===== config.mk =====
export PLATFORM = sky130hd
export DESIGN_NAME = sseg_mux_decoder
export DESIGN_NICKNAME = d
export VERILOG_FILES = /design/src/rtl/sseg_mux_decoder.sv
export SDC_FILE = /design/constraint.sdc
export NUM_CORES = 1
export LEC_CHECK = 0
export ABC_AREA = 0
export CORE_MARGIN = 3
export CORE_UTILIZATION = 37
export DETAILED_ROUTE_END_ITERATION = 16
export MAX_ROUTING_LAYER = met4
export PLACE_DENSITY = 0.55
export SYNTH_ARGS = -nofsm -noshare
export SYNTH_HDL_FRONTEND = slang
export SYNTH_SLANG_ARGS = --single-unit

===== constraint.sdc =====
create_clock -name clk -period 8.1 [get_ports clk]
set_input_delay 1.215 -clock clk [delete_from_list [all_inputs] [get_ports clk]]
set_output_delay 1.215 -clock clk [all_outputs]
set_load 0.01 [all_outputs]

===== src/rtl/sseg_mux_decoder.sv =====
// Receive-side decoder for a two-digit time-multiplexed 7-segment bus.
// Debounces each digit phase, decodes segments to BCD and pairs tens+ones into one reading.
module sseg_mux_decoder #(
    parameter int SYNC_STAGES   = 2,
    parameter int STABLE_CYCLES = 1
) (
    input  logic       clk,
    input  logic       rst_n,
    input  logic [7:0] sseg_in,
    output logic [3:0] tens_bcd,
    output logic [3:0] ones_bcd,
    output logic [6:0] value_bin,
    output logic       pair_valid,
    output logic       pair_err,
    output logic       seq_err,
    output logic [7:0] pair_count
);

    typedef enum logic {WAIT_TENS, GOT_TENS} state_t;

    localparam logic [3:0] STABLE_N = 4'(STABLE_CYCLES);
    localparam logic [3:0] BAD      = 4'hF;

    logic [7:0] s;

    generate
        if (SYNC_STAGES == 0) begin : g_nosync
            assign s = sseg_in;
        end else begin : g_sync
            logic [SYNC_STAGES-1:0][7:0] sync_q;
            always_ff @(posedge clk or negedge rst_n) begin
                if (!rst_n) begin
                    sync_q <= '0;
                end else begin
                    sync_q[0] <= sseg_in;
                    for (int i = 1; i < SYNC_STAGES; i++) sync_q[i] <= sync_q[i-1];
                end
            end
            assign s = sync_q[SYNC_STAGES-1];
        end
    endgenerate

    function automatic logic [3:0] seg_decode(input logic [6:0] seg);
        case (seg)
            7'h3F:        seg_decode = 4'd0;
            7'h06:        seg_decode = 4'd1;
            7'h5B:        seg_decode = 4'd2;
            7'h4F:        seg_decode = 4'd3;
            7'h66:        seg_decode = 4'd4;
            7'h6D:        seg_decode = 4'd5;
            7'h7D, 7'h7C: seg_decode = 4'd6;
            7'h07, 7'h27: seg_decode = 4'd7;
            7'h7F:        seg_decode = 4'd8;
            7'h6F, 7'h67: seg_decode = 4'd9;
            default:      seg_decode = BAD;
        endcase
    endfunction

    // Run tracking: the first sample compares against the cleared sample register,
    // so a steady bus after reset still produces its single accept.
    logic [7:0] samp_q;
    logic [3:0] run_q, run_d;
    logic       acc_q, acc_d, acc_hold, same, accept;

    always_comb begin
        same     = (s == samp_q);
        run_d    = 4'd1;
        if (same) run_d = (run_q >= STABLE_N) ? STABLE_N : run_q + 4'd1;
        acc_hold = same & acc_q;
        accept   = (run_d == STABLE_N) & ~acc_hold;
        acc_d    = acc_hold | accept;
    end

    always_ff @(posedge clk or negedge rst_n) begin
        if (!rst_n) begin
            samp_q <= '0;
            run_q  <= '0;
            acc_q  <= 1'b0;
        end else begin
            samp_q <= s;
            run_q  <= run_d;
            acc_q  <= acc_d;
        end
    end

    state_t     state_q, state_d;
    logic [3:0] tens_q, tens_d, digit;
    logic [3:0] tens_bcd_d, ones_bcd_d;
    logic [6:0] value_d;
    logic [7:0] count_d;
    logic       pv_d, perr_d, seq_d, bad;

    always_comb begin
        state_d    = state_q;
        tens_d     = tens_q;
        tens_bcd_d = tens_bcd;
        ones_bcd_d = ones_bcd;
        value_d    = value_bin;
        count_d    = pair_count;
        pv_d       = 1'b0;
        perr_d     = 1'b0;
        seq_d      = 1'b0;
        digit      = seg_decode(s[6:0]);
        bad        = (tens_q == BAD) | (digit == BAD);
        if (accept) begin
            case (state_q)
                WAIT_TENS: begin
                    if (s[7]) begin
                        tens_d  = digit;
                        state_d = GOT_TENS;
                    end
                end
                GOT_TENS: begin
                    if (s[7]) begin
                        tens_d = digit;
                        seq_d  = 1'b1;
                    end else begin
                        pv_d       = 1'b1;
                        perr_d     = bad;
                        tens_bcd_d = tens_q;
                        ones_bcd_d = digit;
                        // tens*10 as tens*8 + tens*2
                        value_d    = bad ? 7'h7F
                                         : {tens_q, 3'b000} + 7'({tens_q, 1'b0}) + 7'(digit);
                        count_d    = pair_count + 8'd1;
                        state_d    = WAIT_TENS;
                    end
                end
                default: state_d = WAIT_TENS;
            endcase
        end
    end

    always_ff @(posedge clk or negedge rst_n) begin
        if (!rst_n) begin
            state_q    <= WAIT_TENS;
            tens_q     <= '0;
            tens_bcd   <= '0;
            ones_bcd   <= '0;
            value_bin  <= '0;
            pair_count <= '0;
            pair_valid <= 1'b0;
            pair_err   <= 1'b0;
            seq_err    <= 1'b0;
        end else begin
            state_q    <= state_d;
            tens_q     <= tens_d;
            tens_bcd   <= tens_bcd_d;
            ones_bcd   <= ones_bcd_d;
            value_bin  <= value_d;
            pair_count <= count_d;
            pair_valid <= pv_d;
            pair_err   <= perr_d;
            seq_err    <= seq_d;
        end
    end

endmodule


# Yosys cells after proc, flatten, opt, wreduce, memory -nomap -nowiden

Index checks and enable logic that the tools add are counted.

Word-level logic and storage cells: 61
Flip-flop bits (word level): 60
Bits of input ports: 10

Reduce and logical (&&, ||, !) cells: 5
Magnitude comparators: 1
Equality and inequality tests: 17
Add/subtract/negate cells: 4
Bitwise logic cells: 6
Mux-type cells: 14

Operator list:

| kind                                                                   | number |
|---|---|
| 7-bit equality test (second input constant)                            | 9 |
| 4-bit case mux with 10 select lines                                    | 1 |
| 7-bit by 3-bit equality test with 1-bit output (second input constant) | 2 |
| 7-bit by 6-bit equality test with 1-bit output (second input constant) | 2 |
| 4-bit 2-to-1 mux                                                       | 3 |
| 1-bit 2-to-1 mux                                                       | 9 |
| 8-bit by 1-bit adder with 8-bit output (second input constant)         | 1 |
| 4-bit equality test (second input constant)                            | 2 |
| 8-bit equality test                                                    | 1 |
| 7-bit by 4-bit adder with 7-bit output                                 | 1 |
| 7-bit by 5-bit adder with 7-bit output                                 | 1 |
| 7-bit 2-to-1 mux                                                       | 1 |
| 2-bit OR reduction                                                     | 3 |
| 4-bit by 1-bit adder with 4-bit output (second input constant)         | 1 |
| 4-bit by 1-bit equality test with 1-bit output (second input constant) | 1 |
| 4-bit by 1-bit >= comparator with 1-bit output (second input constant) | 1 |
| 3-bit AND reduction                                                    | 1 |
| 1-bit AND                                                              | 2 |
| 1-bit NOT                                                              | 2 |
| 1-bit bitwise OR                                                       | 2 |
| 2-bit AND reduction                                                    | 1 |

# Depth between registers and ports, before layout

Word-level depth: 8
Mapped depth: 15

# Worst setup path after synthesis

Ideal clock, no wire load.

Path kind: reg-to-reg
From: register g_sync.sync_q (netlist bit s[5])
To: register value_bin[6]
Stages on the path, launching flop included: 16
Path buffers: 1
Arrival time: 2.939 ns
Setup time: 0.141 ns
Slack: 5.020 ns
Path through: dfrtp_1 clkbuf_2 or2_2 a21oi_1 a2bb2oi_1 a2111oi_2 inv_1 ha_1 ha_1 inv_1 fa_1 inv_1 a21o_1 a21oi_1 xnor2_1 a21oi_1

Word-level cells in the longest chain between the ends: 6

Ends and longest elaborated chain:

| what                                                                           | line | text |
|---|---|---|
| start: declaration                                                             | 30   | `logic [SYNC_STAGES-1:0][7:0] sync_q;` |
| 7-bit equality test, or another cell as far along                              | 44   | `case (seg)` |
| 2-bit OR reduction                                                             | 44   |  |
| 4-bit case mux with 10 select lines *                                          | 44   |  |
| named net digit[1]                                                             | 87   | `logic [3:0] tens_q, tens_d, digit;` |
| branches (longest 2 deep; another with 7-bit by 4-bit adder with 7-bit output) | n/a  |  |
| 7-bit 2-to-1 mux *                                                             | 123  | `value_d = bad ? 7'h7F` |
| end signal: assignment                                                         | 150  | `value_bin <= value_d;` |
| end: declaration                                                               | 12   | `output logic [6:0] value_bin,` |

Mark *: on every way through the listed nets, which the timed path passes.
A chain may end at the register's enable or synchronous reset.

# Final worst setup path

Same ends and word-level chain as after synthesis.

==> results.md <==
- Vias per Instance: 4.84
- Post-Layout Cell Count: 337
- Worst slew pin tran: 0.740 ns
- Max IR drop VDD: 0.129 mV
- GP Congestion: 0.828
- Cell variety after synth: 45
- Vias in the first global route: 1720
- Cell count of the worst reg-to-reg path: 14
- Startpoint types: flop
- Io pins: 36
- Sink Count: 60
- Async set-reset flop share out of synthesis: 1.00
- Total track usage: 0.138
- Final setup TNS: 0 ns
- Clk_skew: 0.00526 ns
- Per-cell routed wire length: 13.3 um
- Row count: 29
- RSZ-0062 raised after global routing: no
- Worst Setup End Kind: flop
- IO Port Bufs: 35
- Via count: 1632
- Worst Path Arrival: 3.57 ns
- Mapped Area: 0.00255 mm^2
- Final Setup Violations: 0
- Global-route met2 utilization: 0.203
- Busiest grt layer: met2
- CTS H-tree depth: 3
- GRT overflow: 0
- GR Util met3: 0.0415
- Initial antenna violation count: 0
- Slew headroom: 0.507
- Final ANT Viol Nets: 0
- Drt initial violations: 112
- Die Outline Area: 0.00792 mm^2
- Ant. Diodes: 0
- # hold bufs at CTS: 0
- Met1 usage: 0.171
- Fmax: 297 MHz
- CTS buffer count: 9
- Synth Flop Type: dfrtp_1
- CORE AREA: 0.00649 mm^2
- Yosys reg bits: 60
- DRC: 0
- Leakage power: 1.33 nW
- CP Class: flop to flop
- Area delta synth->final: 24.0%
- Crit Reg-Reg Startpoint: s[5]
- Worst r2r dst: value_bin[6]
- Fillers: 591
- Slew Viols, Final: 0
- Placed insts: 321
- R2r setup slk: 4.73 ns
- Hold Path Origin: g_sync.sync_q[4]
- PostCTS Resize Cnt: 0
- Syn Inst Count: 214
- Place WS: 4.76 ns
- Post-CTS Setup Bufs: 0
- Worst hold stages: 0
- Largest net degree at the start of global routing: 61
- Outcome: completed
- Hold EP: s[4]
- Power Density: 235 mW/mm^2
- Synth Area per Inst: 11.9 um^2
- Max-Cap Viols: 0
- Crit path max fanout: 9
- DP HPWL: 3080 um
- Final Worst Setup Slack: 4.73 ns
- Total routed wirelength: 4470 um
- Worst skew pair latency: 0.33 ns
- First-pass GRT wire length: 7960 um
- CTS tree: yes
- Fraction of layout cells with a size suffix above 1: 0.100
- Final nets: 278
- Worst Hold Class: flop to flop
- Fin crit period: 3.37 ns
- Tcrit/Tclk final: 0.416
- DIE WIDTH: 89.0 um
- Min Hold Slack: 0.349 ns
- Clk pin slew, worst setup/hold paths: 0.07 ns
- WP data required: 8.30 ns
- Syn Nets: 237
- CTS max path bufs: 2
- Die Ht: 89.0 um
- Register area share after synthesis: 0.589
- Final Hold Fails: 0
- Root buffer selected by CTS: clkbuf_8
- First-pass iteration count of the detailed router: 4
- Number of synthesized flops with an enable pin: 0
- Final Power: 0.000742 W
- Yosys warnings: 0
- Initial core utilization: 0.392
-- state kept, by name, summed over array words and instances (netlist names) --
register,cells
value_bin,7
g_sync.sync_q,8
s,8
samp_q,8
run_q,4
seq_err,1
acc_q,1
state_q,1
tens_q,4
pair_valid,1
tens_bcd,4
pair_count,8
ones_bcd,4
pair_err,1
-- cells in the mapped netlist (2+ instances only) --
cell type  count  area share
a21o_1         2      0.0059
a21oi_1       13       0.026
and2_1         2      0.0049
and3_1         3      0.0074
buf_2          5      0.0098
dfrtp_1       60        0.59
ha_1          12       0.059
inv_1         12       0.018
mux2_1         2      0.0088
mux2_2         2      0.0088
mux2i_1        3       0.012
nand2_1       19       0.028
nand2b_1       3      0.0074
nand4_1        6       0.015
nor2_1        12       0.018
nor3_1         5      0.0098
o21ai_0        5      0.0098
o21bai_1       2      0.0059
xnor2_1       19       0.065
xor2_1         2      0.0069
-- cell families after synthesis --
family | count (synthesis) | share of synthesized area
AOI/OAI and AO/OA | 33 | 0.0908
other | 1 | 0.00147
adders and majority gates | 13 | 0.0668
DFF | 60 | 0.589
muxes | 7 | 0.0295
and+or+nand+nor | 60 | 0.119
buffers and inverters | 19 | 0.0309
xor gates and xnor gates | 21 | 0.0722
-- critical path: stages, from the launching register on --
cell and delay, ns:
dfrtp_1 0.50, nand2_1 0.17, o31ai_1 0.33, a2bb2oi_1 0.27, a2111oi_2 0.53, inv_1 0.09
ha_1 0.29, ha_1 0.21, inv_1 0.07, fa_1 0.20, inv_1 0.05, a21o_1 0.17
a21oi_1 0.16, xnor2_1 0.13, a21oi_1 0.08
-- power breakdown --
part	switching, W	internal (W)	total [W]
sequential	0.0000280	0.000328	0.000356
clock	0.000118	0.000140	0.000258
combinational	0.0000565	0.0000722	0.000129
-- stage by stage --
step                area [um^2]  utilization
floorplan                  2550            -
global placement           2970        0.457
detailed placement         2970        0.457
CTS                        3160        0.486
global route               3160        0.486
finish                     3160        0.486
-- layout by cell type, fill, tap and decap left out, drive strengths merged, types with 2 or more instances in the layout --
cell and count:
dfrtp 60, clkdlybuf4s50 34, nand2 20, xnor2 19, a21oi 13, inv 13, nor2 12, ha 12
clkbuf 9, nand4 6, nor3 5, o21ai 5, mux2 4, nand2b 3, mux2i 3, and3 3
clkinv 3, clkinvlp 3, and2 2, o21bai 2, a21o 2, xor2 2, o31ai 2, a211oi 2
buf 2
-- how the worst max path moves through the flow --
stage,start,end,slack (ns),cells past startpoint
6_report,s[5],value_bin[6],4.73,14
2_1_floorplan,s[5],value_bin[6],5.02,15
3_3_place_gp,s[1],value_bin[6],4.83,14
5_1_grt,s[1],value_bin[6],4.36,14
3_5_place_dp,s[5],value_bin[6],4.76,14
4_1_cts,s[1],value_bin[6],4.73,14
-- layout make-up --
type	count	area, um^2	share of cell area
Timing Repair Buffer	36	353	0.112
Tap cell	77	96.3	0.0305
Inverter	13	48.8	0.0154
Clock inverter	7	67.6	0.0214
Sequential cell	60	1500	0.475
Multi-Input combinational cell	135	968	0.307
Clock buffer	9	124	0.0392
-- metal layers --
metal  routed length [um]  vias to the layer above
met5                    0                        -
met4                  107                        0
met3                  180                       10
met2                 2020                       33
met1                 2160                      777
li1                     -                      812
(Power assumes the default switching activity.)
